===== src/rtl/dma_priority_arbiter_pkg.sv =====
// Shared types and constants for the DMA request arbiter and its neighbours.
package DmaPackage;

    localparam int NCH = 4;

    typedef enum logic [1:0] {
        ARB_IDLE,
        ARB_REQ,
        ARB_SERVE,
        ARB_DONE
    } arb_state_e;

    // Bit positions inside the 8237A-style command register.
    localparam int CMD_DISABLE   = 2;
    localparam int CMD_ROTATE    = 4;
    localparam int CMD_DREQ_LOW  = 6;
    localparam int CMD_DACK_HIGH = 7;

    function automatic logic [NCH-1:0] chOneHot(input logic [1:0] ch);
        return NCH'(1) << ch;
    endfunction

endpackage


===== src/rtl/dma_priority_arbiter_if.sv =====
// Request/acknowledge bundle between the channel pins, the register file,
// the timing FSM and the arbiter.
interface dma_priority_arbiter_if;
    import DmaPackage::*;

    logic [NCH-1:0] DREQ;
    logic [7:0]     commandReg;
    logic [NCH-1:0] maskReg;
    logic [NCH-1:0] requestReg;
    logic           IDLE_CYCLE;
    logic           validDACK;
    logic           eop_n;
    logic           HLDA;
    logic [NCH-1:0] VALID_DREQ;
    logic [NCH-1:0] DACK;
    logic [1:0]     activeCh;
    logic           reqPending;

    // Environment side: drives pins, registers and timing-FSM status.
    modport master (
        output DREQ, commandReg, maskReg, requestReg,
        output IDLE_CYCLE, validDACK, eop_n, HLDA,
        input  VALID_DREQ, DACK, activeCh, reqPending
    );

    // Arbiter side.
    modport slave (
        input  DREQ, commandReg, maskReg, requestReg,
        input  IDLE_CYCLE, validDACK, eop_n, HLDA,
        output VALID_DREQ, DACK, activeCh, reqPending
    );

endinterface


===== src/rtl/dma_priority_encoder.sv =====
// Rotating-start priority search: the first requesting channel at or after
// the start point wins. Fixed mode simply starts the search at channel 0.
module dma_priority_encoder
    import DmaPackage::*;
(
    input  logic [NCH-1:0] eff,
    input  logic [1:0]     pointer,
    input  logic           rotate,
    output logic [1:0]     winner,
    output logic           valid
);

    logic [1:0] start;
    logic [1:0] idx;

    // Walk from lowest priority to highest so the highest hit is kept last.
    always_comb begin
        winner = '0;
        valid  = 1'b0;
        idx    = '0;
        start  = rotate ? pointer : 2'd0;
        for (int i = NCH - 1; i >= 0; i--) begin
            idx = start + 2'(i);
            if (eff[idx]) begin
                winner = idx;
                valid  = 1'b1;
            end
        end
    end

endmodule


===== src/rtl/dma_priority_arbiter.sv =====
// DREQ conditioning, channel arbitration and DACK generation in front of
// the DMA timing-control FSM. One channel is held from grant to end of
// service; the rotating pointer advances only on a normal completion.
module dma_priority_arbiter
    import DmaPackage::*;
#(
    parameter int SYNC_STAGES = 2
) (
    input  logic                  CLK,
    input  logic                  RESET,
    dma_priority_arbiter_if.slave bus
);

    logic [SYNC_STAGES-1:0][NCH-1:0] syncQ;
    logic [NCH-1:0] sreq;
    logic [NCH-1:0] eff;
    logic [1:0]     winner;
    logic           winValid;
    logic           hldaQ;
    logic           hldaFall;
    logic           rotate;

    arb_state_e     state, nextState;
    logic [NCH-1:0] validQ, validNext;
    logic [1:0]     chQ, chNext;
    logic [1:0]     ptrQ, ptrNext;
    logic           abortQ, abortNext;
    logic           eopPendQ, eopPendNext;
    logic [NCH-1:0] dackQ, dackNext;

    logic unusedCmd;
    assign unusedCmd = ^{bus.commandReg[5], bus.commandReg[3], bus.commandReg[1:0]};

    // DREQ polarity is folded in before the synchronizer chain.
    always_ff @(posedge CLK or posedge RESET) begin
        if (RESET) begin
            syncQ <= '0;
        end else begin
            syncQ[0] <= bus.DREQ ^ {NCH{bus.commandReg[CMD_DREQ_LOW]}};
            for (int i = 1; i < SYNC_STAGES; i++) syncQ[i] <= syncQ[i-1];
        end
    end

    assign sreq     = syncQ[SYNC_STAGES-1];
    assign eff      = bus.commandReg[CMD_DISABLE] ? '0 : ((sreq & ~bus.maskReg) | bus.requestReg);
    assign rotate   = bus.commandReg[CMD_ROTATE];
    assign hldaFall = hldaQ & ~bus.HLDA;

    dma_priority_encoder uEnc (
        .eff     (eff),
        .pointer (ptrQ),
        .rotate  (rotate),
        .winner  (winner),
        .valid   (winValid)
    );

    // State, grant and pointer registers.
    always_ff @(posedge CLK or posedge RESET) begin
        if (RESET) begin
            state    <= ARB_IDLE;
            validQ   <= '0;
            chQ      <= '0;
            ptrQ     <= '0;
            abortQ   <= 1'b0;
            eopPendQ <= 1'b0;
            hldaQ    <= 1'b0;
            dackQ    <= '0;
        end else begin
            state    <= nextState;
            validQ   <= validNext;
            chQ      <= chNext;
            ptrQ     <= ptrNext;
            abortQ   <= abortNext;
            eopPendQ <= eopPendNext;
            hldaQ    <= bus.HLDA;
            dackQ    <= bus.commandReg[CMD_DACK_HIGH] ? dackNext : ~dackNext;
        end
    end

    // Next-state logic; an EOP seen together with validDACK is remembered so
    // the service lasts exactly one cycle.
    always_comb begin
        nextState   = state;
        validNext   = validQ;
        chNext      = chQ;
        ptrNext     = ptrQ;
        abortNext   = abortQ;
        eopPendNext = eopPendQ;
        case (state)
            ARB_IDLE: begin
                abortNext   = 1'b0;
                eopPendNext = 1'b0;
                if (bus.IDLE_CYCLE && winValid) begin
                    chNext    = winner;
                    validNext = chOneHot(winner);
                    nextState = ARB_REQ;
                end
            end
            ARB_REQ: begin
                if (hldaFall) begin
                    abortNext = 1'b1;
                    nextState = ARB_DONE;
                end else if (bus.validDACK) begin
                    eopPendNext = ~bus.eop_n;
                    nextState   = ARB_SERVE;
                end else if (!eff[chQ]) begin
                    validNext = '0;
                    nextState = ARB_IDLE;
                end
            end
            ARB_SERVE: begin
                if (hldaFall) begin
                    abortNext = 1'b1;
                    nextState = ARB_DONE;
                end else if (!bus.eop_n || bus.IDLE_CYCLE || eopPendQ) begin
                    nextState = ARB_DONE;
                end
            end
            ARB_DONE: begin
                validNext = '0;
                if (rotate && !abortQ) ptrNext = chQ + 2'd1;
                nextState = ARB_IDLE;
            end
            default: nextState = ARB_IDLE;
        endcase
        dackNext = (nextState == ARB_SERVE) ? chOneHot(chNext) : '0;
    end

    assign bus.VALID_DREQ = validQ;
    assign bus.DACK       = dackQ;
    assign bus.activeCh   = chQ;
    assign bus.reqPending = |eff;

endmodule

===== src/flat_wrapper.sv =====
// flat-port wrapper written by rule: the top's interface ports become plain ports
module dma_priority_arbiter_flat import DmaPackage::*;
#(
    parameter int SYNC_STAGES = 2
)
  (CLK, RESET, bus_DREQ, bus_commandReg, bus_maskReg, bus_requestReg, bus_IDLE_CYCLE, bus_validDACK, bus_eop_n, bus_HLDA, bus_VALID_DREQ, bus_DACK, bus_activeCh, bus_reqPending);
  dma_priority_arbiter_if bus_i ();
  input  logic CLK;
  input  logic RESET;
  input wire logic [$bits(bus_i.DREQ)-1:0] bus_DREQ;
  input wire logic [$bits(bus_i.commandReg)-1:0] bus_commandReg;
  input wire logic [$bits(bus_i.maskReg)-1:0] bus_maskReg;
  input wire logic [$bits(bus_i.requestReg)-1:0] bus_requestReg;
  input wire logic [$bits(bus_i.IDLE_CYCLE)-1:0] bus_IDLE_CYCLE;
  input wire logic [$bits(bus_i.validDACK)-1:0] bus_validDACK;
  input wire logic [$bits(bus_i.eop_n)-1:0] bus_eop_n;
  input wire logic [$bits(bus_i.HLDA)-1:0] bus_HLDA;
  output wire logic [$bits(bus_i.VALID_DREQ)-1:0] bus_VALID_DREQ;
  output wire logic [$bits(bus_i.DACK)-1:0] bus_DACK;
  output wire logic [$bits(bus_i.activeCh)-1:0] bus_activeCh;
  output wire logic [$bits(bus_i.reqPending)-1:0] bus_reqPending;
  assign bus_i.DREQ = bus_DREQ;
  assign bus_i.commandReg = bus_commandReg;
  assign bus_i.maskReg = bus_maskReg;
  assign bus_i.requestReg = bus_requestReg;
  assign bus_i.IDLE_CYCLE = bus_IDLE_CYCLE;
  assign bus_i.validDACK = bus_validDACK;
  assign bus_i.eop_n = bus_eop_n;
  assign bus_i.HLDA = bus_HLDA;
  assign bus_VALID_DREQ = bus_i.VALID_DREQ;
  assign bus_DACK = bus_i.DACK;
  assign bus_activeCh = bus_i.activeCh;
  assign bus_reqPending = bus_i.reqPending;
  dma_priority_arbiter #(.SYNC_STAGES(SYNC_STAGES)) u_core (.CLK(CLK), .RESET(RESET), .bus(bus_i));
endmodule

===== config.mk =====
export PLATFORM = sky130hd
export DESIGN_NAME = dma_priority_arbiter_flat
export DESIGN_NICKNAME = d
export VERILOG_FILES = /design/src/rtl/dma_priority_arbiter_pkg.sv /design/src/rtl/dma_priority_arbiter_if.sv /design/src/rtl/dma_priority_encoder.sv /design/src/rtl/dma_priority_arbiter.sv /design/src/flat_wrapper.sv
export SDC_FILE = /design/constraint.sdc
export NUM_CORES = 1
export LEC_CHECK = 0
export ABC_AREA = 1
export ABC_CLOCK_PERIOD_IN_PS = 1500
export CORE_UTILIZATION = 45
export DETAILED_ROUTE_END_ITERATION = 10
export PLACE_DENSITY_LB_ADDON = 0.3
export SLEW_MARGIN = 10
export SYNTH_ARGS = -nofsm -noshare
export SYNTH_HDL_FRONTEND = slang
export SYNTH_SLANG_ARGS = --single-unit

===== constraint.sdc =====
create_clock -name CLK -period 1.5 [get_ports CLK]
set_input_delay 0.225 -clock CLK [delete_from_list [all_inputs] [get_ports CLK]]
set_output_delay 0.225 -clock CLK [all_outputs]
set_load 0.02 [all_outputs]

---- After elaboration in Yosys (flattened, before gate mapping) ----
Index checks and enable logic that the tools add are counted.
word-level totals
  output and inout port bits .............. 11
  flip-flop bits (word level) ............. 25
  input bits .............................. 26
  memory bits (read-only) ................. 0
  latch bits .............................. 0
  bits in writable memories ............... 0
  memories ................................ 0
cells by class
  add/sub/neg operators ................... 4
  bitwise logic cells ..................... 8
  multipliers ............................. 0
  shift-type cells ........................ 2
  $lt $le $gt $ge ......................... 5
  reduce and logical (&&, ||, !) cells .... 16
  divide/modulo/power cells ............... 0
  multiplexer cells ....................... 41
  eq/ne operators ......................... 10
operator list
  kind                                                         number
  two-way mux 4 bit                                            7
  two-way mux 2 bit                                            13
  less-than comparator 2 x 3 -> 1 bit (second input constant)  5
  two-way mux 1 bit                                            12
  case mux 4 bit (3 select lines)                              1
  binary-select mux 1 bit (select 2 bit)                       5
  != test 2 bit (second input constant)                        4
  inverter 4 bit                                               2
  case mux 2 bit (4 select lines)                              1
  << shifter 1 x 2 -> 4 bit (first input constant)             2
  == test 2 bit (second input constant)                        3
  AND reduction 5 bit                                          1
  adder 2 x 1 -> 2 bit (second input constant)                 2
  adder 2 bit (second input constant)                          2
  bitwise AND 4 bit                                            1
  != test 2 x 1 -> 1 bit (second input constant)               2
  bitwise OR 4 bit                                             1
  case mux 1 bit (2 select lines)                              2
  AND reduction 2 bit                                          2
  nonzero test 2 bit                                           2
  OR reduction 4 bit                                           1
  bitwise XOR 4 bit                                            1
  AND reduction 3 bit                                          1
  nonzero test 3 bit                                           1
  8 further kinds                                              12

---- Logic depth before layout (Yosys ltp) ----
Gate-level depths: netlist (run 1).
  depth after elaboration ................. 17
  depth in mapped cells ................... 17
  depth with buffers taken out ............ 17

---- Hierarchy ----
From an unflattened synthesis (run 1), not the netlist that was laid out.
unflattened totals
  cells, all modules ...................... 220
  area, all modules ....................... 1,589.0 sq um
by module, submodules not included
  module                cells each  sequential area each (sq um)  instances  area an instance (sq um)
  dma_priority_arbiter  167         625.6                         1          1,347.5
  dma_priority_encoder  53          0.0                           1          241.5

---- Worst setup path before layout (run 1) ----
Ideal clock, no wire load.
  path type ............................... reg-to-reg
  from .................................... register u_core.syncQ, in the netlist u_core.sreq[1]
  to ...................................... register u_core.dackQ[1] (netlist: u_core.bus.DACK[1])
  path slack .............................. -0.147 ns
  arrival ................................. 1.530 ns
  data required time ...................... 1.383 ns
  cell stages (with the launch flop) ...... 13
  path buffers ............................ 0
  cell sequence ........................... dfrtp_1 nand2_1 nand2_2 o21ai_2 nand3_2 nand2_4 inv_2 nor2_8 nand2_2 a21oi_4 nand3_1 nand2_1 nand2_1
on the way
  cells in the longest elaborated chain, start to end .. 16
  elaborated cells between the ends (all ways) .. 34
  those cells by class .................... eq/ne (1); shift (1); mux (28); bitwise (3); reduce/logical (1)
ends and longest elaborated chain
  element                                                               RTL line                                                     RTL
  from (decl)                                                           dma_priority_arbiter.sv:14                                   logic [SYNC_STAGES-1:0][NCH-1:0] syncQ;
  bitwise AND 4 bit *                                                   dma_priority_arbiter.sv:45                                   assign eff = bus.commandReg[CMD_DISABLE] ? '0 : ((sreq & ~bus.maskReg) | bus.requestReg);
  bitwise OR 4 bit *                                                    dma_priority_arbiter.sv:45
  two-way mux 4 bit *                                                   dma_priority_arbiter.sv:45
  binary-select mux 1 bit (select 2 bit)                                dma_priority_encoder.sv:24                                   if (eff[idx]) begin
  two-way mux 1 bit (not written as such)                               dma_priority_encoder.sv:24
  two-way mux 1 bit (4 in a row)                                        dma_priority_encoder.sv:24
  logical AND 1 bit                                                     dma_priority_arbiter.sv:93                                   if (bus.IDLE_CYCLE && winValid) begin
  two-way mux 2 bit                                                     dma_priority_arbiter.sv:93
  case mux 2 bit (4 select lines) or two-way mux 2 bit (tied branches)  dma_priority_arbiter.sv:89                                   case (state)
  == test 2 bit or << shifter 1 x 2 -> 4 bit (tied branches)            dma_priority_arbiter.sv:126, dma_priority_arbiter_pkg.sv:20
  two-way mux 4 bit *                                                   dma_priority_arbiter.sv:126                                  dackNext = (nextState == ARB_SERVE) ? chOneHot(chNext) : '0;
  inverter 4 bit                                                        dma_priority_arbiter.sv:76                                   dackQ <= bus.commandReg[CMD_DACK_HIGH] ? dackNext : ~dackNext;
  two-way mux 4 bit *                                                   dma_priority_arbiter.sv:76
  to (signal assigned)                                                  dma_priority_arbiter.sv:76
  to (decl)                                                             dma_priority_arbiter.sv:29                                   logic [NCH-1:0] dackQ, dackNext;
Mark *: on every way between the ends. The rest lies on a longest branch, timed or not. The select of a mux whose other input is x is not followed.
A chain may end at the register's enable or synchronous reset.

---- Final worst setup path (run 1) ----
  from .................................... register u_core.ptrQ[0]
  to ...................................... register u_core.dackQ[2] (netlist: u_core.bus.DACK[2])
on the way
  cells in the longest elaborated chain, start to end .. 15
  elaborated cells between the ends (all ways) .. 30
  those cells by class .................... add/sub (3); eq/ne (1); shift (1); mux (23); bitwise (1); reduce/logical (1)
ends and longest elaborated chain
  element                                  RTL line                        RTL
  from (decl)                              dma_priority_arbiter.sv:26      logic [1:0] ptrQ, ptrNext;
  from (signal assigned)                   dma_priority_arbiter.sv:72      ptrQ <= ptrNext;
  two-way mux 2 bit *                      dma_priority_encoder.sv:21      start = rotate ? pointer : 2'd0;
  adder 2 bit                              dma_priority_encoder.sv:23      idx = start + 2'(i);
  binary-select mux 1 bit (select 2 bit)   dma_priority_encoder.sv:24
  two-way mux 1 bit (not written as such)  dma_priority_encoder.sv:24
  two-way mux 1 bit (4 in a row)           dma_priority_encoder.sv:24
  logical AND 1 bit                        dma_priority_arbiter.sv:93
  two-way mux 2 bit *                      dma_priority_arbiter.sv:93
  two-way mux 2 bit *                      dma_priority_arbiter.sv:89
  net u_core.chNext[1]                     dma_priority_arbiter.sv:25      logic [1:0] chQ, chNext;
  << shifter 1 x 2 -> 4 bit *              dma_priority_arbiter_pkg.sv:20  return NCH'(1) << ch;
  two-way mux 4 bit *                      dma_priority_arbiter.sv:126
  inverter 4 bit                           dma_priority_arbiter.sv:76
  two-way mux 4 bit *                      dma_priority_arbiter.sv:76
Mark *: on every way through the listed nets, which the timed path passes. The rest lies on a longest branch. The select of a mux whose other input is x is not followed.

==> flow_summary.yaml, run 1 <==
timing:
  slew_viol_final: 0
  finalWorstSetupSlack_ps: -350
  min_period_over_period_pct: 123
  rsz0062_at_grt: "true"
  max_freq_mhz: 541
  slew_headroom_pct: 75.4
  fin_crit_ps: 1850
  tns_ps: -2560
  hold_viol: 0
  finalSetupViolCount: 11
  tightest_slew_ps: 369
  skew_ps: 10.6
grt:
  overflow: 0
  grt_max_degree: 26
  grtUsageTotal_pct: 24.1
  grt_pass1_vias: 1544
  grt_pass1_wl_um: 6640
  antenna_found_initial: 0
setup_path:
  cp-end-kind: "flop"
  reg2reg_from: "u_core.ptrQ[0]"
  cp-start-kind: "flop"
  reg2reg_depth: 13
  cp-startpoint: "u_core.ptrQ[0]"
  critPathRequiredTime_ps: 1720
  crit_arrival_ps: 2070
  worstSetupPathType: "reg -> reg"
  critPathMaxFanout: 5
cells_and_area:
  area_growth_pct: 67.1
  mostFrequentLayoutCells: "nand2_1 (37), buf_4 (34), nand2_2 (29)"
  drive_gt1_share_pct: 50.4
  nets: 313
  multi_input_area_um2: 1130
  regArea_um2: 631
  fin_area_um2: 2620
  fill_cells: 228
  diodes: 0
  final_common_cell: "nand2_1"
routing:
  wl_per_cell_um: 15.0
  ant_nets: 0
  drc: 0
  firstDrtPassIters: 4
  drt_iter0_markers: 151
  routed_wl_um: 4920
  vias: 1698
  via_per_inst: 5.18
clock_tree:
  cts.sinks: 25
  cts-hold-fix-buffers: 0
  root_buffer: "clkbuf_4"
  htreeDepth: 1
  clkLatencyLatePin_ps: 320
  clkTransAtPathRegs_ps: 140
  numCtsBuffers: 3
  cts_tree: "yes"
  cts_buffer_depth: 2
synth:
  yosysTopAreaCellShare_pct: 40.0
  ys_types: 25
  ys_warn_count: 0
  netlist_instances: 204
  syn-cell-area_um2: 1570
  yosysTopAreaCell: "dfrtp_1"
  ys_ff_latch: 25
  yosysSeqAreaShare_pct: 40.0
  synth_nets: 234
  avgSynthCellArea_um2: 7.67
  yosys-top-cells-area: "dfrtp_1 (40%), nand2_1 (15%), nand3_1 (6.7%)"
power_and_ir_drop:
  combPwrFrac_pct: 68.9
  finalPower_mw: 4.29
  power.internal_mw: 2.25
  vdd_drop_max_mv: 1.31
  p_per_area_nw_per_um2: 1640
  p_clk_share_pct: 7.1
  seqPwrFrac_pct: 24.0
  p_leak_nw: 1.31
  switching_share_pct: 47.4
  p_sw_mw: 2.03
die:
  initial_utilization_pct: 46.9
  fp.dieW_um: 61.0
  rows: 21
  die-area_um2: 3720
  fp.dieH_um: 61.0
  core-area_um2: 3340
  ios: 37
run_status:
  violations: "negative setup slack"
  status: "finished, violations left"
placement:
  numPortBuffers: 32
  place_area_um2: 2160
  gp_congestion: 0.766
  hpwl_um: 2610
job:
  drv_cap: 0
min_path:
  min_path_type: "in -> async"
-- logic make-up after synthesis --
| group | share of synthesized area [%] |
|---|---|
| XOR/XNOR | 2.24 |
| AO/OA/AOI/OAI | 8.55 |
| adder cells (fa/ha/maj) | 3.20 |
| buffers and inverters | 7.91 |
| AND/OR/NAND/NOR | 38.1 |
| flip-flops | 40.0 |
-- flip-flops by register name, summed over array words and instances (netlist names) --
signal and flops:
u_core.abortQ 1, u_core.bus.DACK 4, u_core.bus.VALID_DREQ 4, u_core.bus.activeCh 2
u_core.eopPendQ 1, u_core.hldaQ 1, u_core.ptrQ 2, u_core.sreq 4
u_core.state 2, u_core.syncQ 4
-- cell type report --
cell class,instances,share of cell area (%)
tap,46,2.20
multi-input combinational,149,43.1
inverter,30,4.78
timing repair buffer,73,24.5
clock buffer,4,1.00
timing repair inverter,1,0.287
sequential,25,24.1
-- cell usage after synthesis --
cell / number
nand2_1: 62
dfrtp_1: 25
inv_1: 23
nand3_1: 21
nand2_2: 12
o21ai_0: 10
nor2_1: 8
inv_2: 7
ha_1: 4
xor2_1: 4
nand2_4: 3
nand3_2: 3
nand4_1: 3
o31ai_1: 3
a21oi_1: 2
nor2_4: 2
o21ai_1: 2
o21ai_2: 2
or2_2: 2
a21oi_4: 1
buf_6: 1
nand3b_1: 1
nor2_8: 1
o21bai_1: 1
or3b_1: 1
-- layer usage --
metal / share of wire [%] / wire [um] / GRT usage (%) / vias to the layer above
met5: 0 / 0 / 0 / -
met4: 2.6 / 130 / 9.42 / 0
met3: 3.4 / 169 / 3.20 / 17
met2: 53 / 2590 / 43.8 / 49
met1: 41 / 2030 / 28.7 / 830
li1: - / - / - / 802
-- critical path, cell delays in order, from the launching register on --
cell	delay, ps
dfrtp_2	490
nand2_4	150
nand3_2	120
o21ai_4	100
nand2_2	100
nand2_2	100
inv_4	60
buf_4	130
nand3_2	90
nand3_2	90
nand2_4	100
nand3_2	80
nand2_1	80
nand2_1	70
-- power groups by stage --
stage	clock network [mW]	logic, mW	registers (mW)
2_1_floorplan	0	1.16	1.10
3_3_place_gp	0	2.10	0.986
3_5_place_dp	0	2.13	0.997
4_1_cts	0.311	2.39	1.00
5_1_grt	0.347	3.19	1.06
6_report	0.305	2.95	1.03
-- per-stage QoR --
step / hold slack, ps / instances / utilization, % / setup slack, ps
floorplan: 252 / 204 / - / -81.9
detailed placement: 336 / 309 / 64.8 / -585
global route: 257 / 328 / 78.4 / -407
global placement: 332 / 309 / 64.8 / -535
CTS: 268 / 323 / 70.9 / -165
finish: 253 / 328 / 78.4 / -350
-- worst paths after layout --
path,to,slack (ps)
setup / recovery,u_core.bus.DACK[2],-350
hold / removal,u_core.eopPendQ,250
setup reg to reg,u_core.bus.DACK[2],-350
hold reg to reg,u_core.sreq[2],370
max in group asynchronous,u_core.ptrQ[0],970
min in group CLK,u_core.sreq[2],370
-- repair_timing --
item / in CTS / in global routing
setup buffers: 8 / 7
setup endpoints to repair: 19 / 18
resized for setup: 53 / 62
gates cloned: 2 / 0
pin swaps: 38 / 38
Power figures use the tool's default switching activity.
==> run 2: changes to the inputs <==
--- a/config.mk
+++ b/config.mk
@@ -7,8 +7,9 @@
 export LEC_CHECK = 0
 export ABC_AREA = 1
 export ABC_CLOCK_PERIOD_IN_PS = 1500
-export CORE_UTILIZATION = 45
+export CORE_UTILIZATION = 50
 export DETAILED_ROUTE_END_ITERATION = 10
+export DONT_BUFFER_PORTS = 1
 export PLACE_DENSITY_LB_ADDON = 0.3
 export SLEW_MARGIN = 10
 export SYNTH_ARGS = -nofsm -noshare
==> flow_summary.yaml, run 2 (same netlist as run 1, synthesis figures left out) <==
run_status:
  status: "finished, violations left"
  violations: "negative setup slack"
min_path:
  hp-start: "bus_commandReg[7]"
  min_path_type: "in -> reg"
  whs_endpoint: "u_core.bus.DACK[0]"
  hold_path_depth: 2
die:
  initial_utilization_pct: 54.9
  ios: 37
  die-area_um2: 3360
  fp.dieW_um: 58.0
  fp.dieH_um: 58.0
  core-area_um2: 2850
  rows: 19
routing:
  vias: 1539
  via_per_inst: 5.29
  ant_nets: 0
  wl_per_cell_um: 14.0
  firstDrtPassIters: 4
  routed_wl_um: 4070
  drt_iter0_markers: 75
  drc: 0
placement:
  dp.cells: 271
  hpwl_um: 2700
  place_area_um2: 1890
  pre_cts_ws_ps: -289
  gp_congestion: 0.810
  numPortBuffers: 0
cells_and_area:
  nets: 291
  mostFrequentLayoutCells: "nand2_1 (46), buf_4 (38), nand2_2 (24)"
  fin_area_um2: 2210
  drive_gt1_share_pct: 42.7
  final_common_cell: "nand2_1"
  utilization_pct: 77.6
  fill_cells: 182
  diodes: 0
  fin_cells: 291
  area_growth_pct: 41.4
setup_path:
  reg2reg_from: "u_core.state[1]"
  cp-end-kind: "flop"
  worstSetupPathType: "reg -> reg"
  crit_arrival_ps: 1990
  cp-start-kind: "flop"
  critPathMaxFanout: 6
  reg2reg_to: "u_core.bus.DACK[1]"
  critPathRequiredTime_ps: 1730
  reg2reg_depth: 10
  rrSetupSlack_ps: -260
power_and_ir_drop:
  p_per_area_nw_per_um2: 1720
  finalPower_mw: 3.81
  p_leak_nw: 1.16
  vdd_drop_max_mv: 1.19
timing:
  fin_crit_ps: 1760
  slew_headroom_pct: 78.7
  slew_viol_final: 0
  tns_ps: -1770
  hold_slack_ps: 30.1
  rsz0062_at_grt: "true"
  finalSetupViolCount: 11
  max_freq_mhz: 570
  skew_ps: 4.47
  finalWorstSetupSlack_ps: -255
  tightest_slew_ps: 319
  min_period_over_period_pct: 117
  hold_viol: 0
grt:
  grtUsageTotal_pct: 25.7
  grt_pass1_vias: 1572
  grt_max_degree: 26
  use_met1_pct: 28.1
  use_met3_pct: 6.47
  overflow: 0
  grt_pass1_wl_um: 6540
  antenna_found_initial: 0
  gr-usage-met2_pct: 47.8
  grt.busiest_layer: "met2"
clock_tree:
  cts_buffer_depth: 2
  cts_tree: "yes"
  htreeDepth: 1
  clkLatencyLatePin_ps: 320
  numCtsBuffers: 3
  clkTransAtPathRegs_ps: 140
  root_buffer: "clkbuf_4"
  cts.sinks: 25
job:
  drv_cap: 0
## run 2: cell count changes in the layout (fill, tap and decap cells not counted), moves of 5 or more
cell | previous run | this run
buf_6 | 8 | 3
clkdlybuf4s50_1 | 16 | 0
dlygate4sd2_1 | 11 | 0
dlygate4sd3_1 | 0 | 11
nand2_1 | 37 | 46
nand2_2 | 29 | 24
nand3_1 | 5 | 14
nand3_2 | 13 | 7
## run 2: timing repair
item,CTS,global route
gates cloned,1,0
buffers inserted,4,1
hold endpoints to repair,31,0
pin swaps,14,12
resized for setup,20,26
setup endpoints to repair,11,14
hold buffers,11,0
## run 2: how the worst max path moves through the flow
| stage | depth (start not counted) | slack, ps | end | start |
|---|---|---|---|---|
| finish | 10 | -260 | u_core.bus.DACK[1] | u_core.state[1] |
| global route | 17 | -350 | u_core.bus.DACK[2] | u_core.ptrQ[1] |
| CTS | 15 | -190 | u_core.bus.DACK[2] | u_core.ptrQ[0] |
| detailed placement | 13 | -290 | u_core.bus.DACK[1] | u_core.sreq[2] |
| global placement | 13 | -150 | u_core.bus.DACK[3] | u_core.sreq[2] |
| floorplan | 12 | -80 | u_core.bus.DACK[1] | u_core.sreq[3] |
## run 2: worst max-delay path, cell delays in order, from the launching register on
cell and delay [ps]:
dfrtp_1 430, inv_1 110, ha_1 210, inv_1 90, o21bai_1 160, nand2_2 120, nand2_4 70, a21oi_4 240
nand3_2 110, nand2_1 80, nand2_1 50
## run 2: routing by layer
layer	share of wire (%)	vias up
met4	1.5	0
met3	3.8	8
met1	40	738
li1	-	758
met2	55	35
met5	0	-
## run 2: area by class of cell
| cell class | count | area [um^2] | area share, % |
|---|---|---|---|
| sequential | 25 | 629 | 28.4 |
| clock buffer | 3 | 22.5 | 1.02 |
| clock inverter | 1 | 5.00 | 0.226 |
| timing repair buffer | 52 | 429 | 19.4 |
| tap | 31 | 38.8 | 1.75 |
| multi-input combinational | 149 | 968 | 43.8 |
| inverter | 30 | 120 | 5.43 |
## run 2: power by group
part	leakage, nW	internal, mW	switching, mW
logic	0.836	1.07	1.32
clock network	0.0177	0.100	0.204
registers	0.302	0.867	0.247
total	1.16	2.04	1.77
==> run 3: changes to the inputs <==
--- a/config.mk
+++ b/config.mk
@@ -6,8 +6,7 @@
 export NUM_CORES = 1
 export LEC_CHECK = 0
 export ABC_AREA = 1
-export ABC_CLOCK_PERIOD_IN_PS = 1500
-export CORE_UTILIZATION = 50
+export CORE_UTILIZATION = 30
 export DETAILED_ROUTE_END_ITERATION = 10
 export DONT_BUFFER_PORTS = 1
 export PLACE_DENSITY_LB_ADDON = 0.3
==> flow_summary.yaml, run 3 (same netlist as run 1, synthesis figures left out) <==
routing:
  vias: 1418
  routed_wl_um: 3550
  wl_per_cell_um: 11.2
  firstDrtPassIters: 6
  drt_iter0_markers: 49
  drc: 0
  via_per_inst: 4.46
  ant_nets: 0
placement:
  hpwl_um: 2700
  pre_cts_ws_ps: -215
  gp_congestion: 0.797
  numPortBuffers: 0
die:
  fp.dieW_um: 74.2
  fp.dieH_um: 74.2
  rows: 25
  ios: 37
  initial_utilization_pct: 32.1
  core-area_um2: 4880
  die-area_um2: 5510
cells_and_area:
  mostFrequentLayoutCells: "nand2_1 (58), buf_4 (38), dfrtp_1 (25)"
  diodes: 0
  nets: 282
  drive_gt1_share_pct: 37.1
  area_growth_pct: 35.7
  final_common_cell: "nand2_1"
  fill_cells: 527
setup_path:
  crit_top_cell: "nand2_1"
  worst_path_max_delay_cell: "dfrtp_1"
  crit_buf_inv: 1
  cp-end-kind: "flop"
  reg2reg_from: "u_core.sreq[2]"
  critPathRequiredTime_ps: 1660
  cp-startpoint: "u_core.sreq[2]"
  critPathMaxFanout: 6
  cpPeakStageDelay_ps: 380
  crit_chain: "nand2_1, nand2_2, nand2_1, buf_4, nand3_4, nand2_4, nand3_2, nand2_2, nand2_4, a21oi_4, nand3_1, nand2_1, nand2_1"
  crit_arrival_ps: 1850
  cp_top_family: "simple AND/OR/NAND/NOR gates"
  worstSetupPathType: "reg -> reg"
  cp-start-kind: "flop"
power_and_ir_drop:
  switching_share_pct: 43.9
  power.internal_mw: 2.09
  p_per_area_nw_per_um2: 1750
  combPwrFrac_pct: 59.9
  p_leak_nw: 1.11
  vdd_drop_max_mv: 1.09
  p_clk_share_pct: 10.6
  seqPwrFrac_pct: 29.5
  p_sw_mw: 1.63
clock_tree:
  numCtsBuffers: 3
  htreeDepth: 1
  cts.sinks: 25
  clkLatencyLatePin_ps: 260
  clkTransAtPathRegs_ps: 80
  root_buffer: "clkbuf_8"
  cts_buffer_depth: 2
  cts_tree: "yes"
grt:
  grt_max_degree: 26
  grtUsageTotal_pct: 13.8
  grt_pass1_wl_um: 5910
  antenna_found_initial: 0
  grt_pass1_vias: 1375
  overflow: 0
min_path:
  min_path_type: "in -> reg"
  hp-start: "bus_DREQ[3]"
run_status:
  status: "finished, violations left"
  violations: "negative setup slack"
timing:
  max_freq_mhz: 591
  tightest_slew_ps: 320
  finalWorstSetupSlack_ps: -191
  skew_ps: 1.84
  slew_headroom_pct: 78.7
  finalSetupViolCount: 10
  slew_viol_final: 0
  tns_ps: -1480
  rsz0062_at_grt: "true"
  hold_viol: 0
  fin_crit_ps: 1690
  min_period_over_period_pct: 113
  hold_slack_ps: 32.3
job:
  drv_cap: 0
run 3: power groups by stage:
| stage | logic (mW) | registers, mW | clock network, mW |
|---|---|---|---|
| 3_5_place_dp | 1.88 | 1.10 | 0 |
| 2_1_floorplan | 1.16 | 1.10 | 0 |
| 3_3_place_gp | 1.86 | 1.10 | 0 |
| 4_1_cts | 2.03 | 1.10 | 0.409 |
| 5_1_grt | 2.48 | 1.12 | 0.433 |
| 6_report | 2.23 | 1.10 | 0.394 |
run 3: repair_timing:
item                                    CTS  global route
hold endpoints to repair                 26             0
hold buffers                              2             0
pin swaps                                10             8
gates cloned                              1             0
resized for setup                        14            12
endpoints found under the setup margin    9            14
setup buffers                             2             5
run 3: area by class of cell:
| cell class | count | area (um^2) | share of cell area (%) |
|---|---|---|---|
| sequential | 25 | 626 | 29.4 |
| timing repair buffer | 43 | 339 | 16.0 |
| tap | 67 | 83.8 | 3.95 |
| multi-input combinational | 149 | 911 | 42.9 |
| clock buffer | 4 | 45.0 | 2.12 |
| inverter | 30 | 120 | 5.65 |
run 3: per-stage QoR:
stage                     instances  utilization (%)  area (um^2)  total power, mW
after floorplan                 204                -         1590             2.26
after global placement          305             39.4         1920             2.96
after detailed placement        305             39.4         1920             2.98
after CTS                       314             42.0         2050             3.54
after global routing            318             43.5         2120             4.04
final                           318             43.5         2120             3.72
run 3: per-layer routing:
metal | global-route usage [%] | vias up | wire length, um
met2 | 22.6 | 16 | 1770
met5 | 0 | - | 0
li1 | - | 735 | -
met4 | 5.03 | 0 | 53
met3 | 1.90 | 5 | 96
met1 | 18.7 | 662 | 1640
run 3: path summary, 6_finish.rpt:
| kind | end | slack (ps) | cells past startpoint |
|---|---|---|---|
| worst max-delay path | u_core.bus.DACK[1] | -190 | 13 |
| worst min-delay path | u_core.syncQ[3] | 30 | 1 |
| worst max register to register | u_core.bus.DACK[1] | -190 | 13 |
| worst min register to register | u_core.sreq[1] | 350 | 0 |
| max in group asynchronous | u_core.bus.DACK[3] | 810 | 3 |
| min in group asynchronous | u_core.state[0] | 450 | 3 |
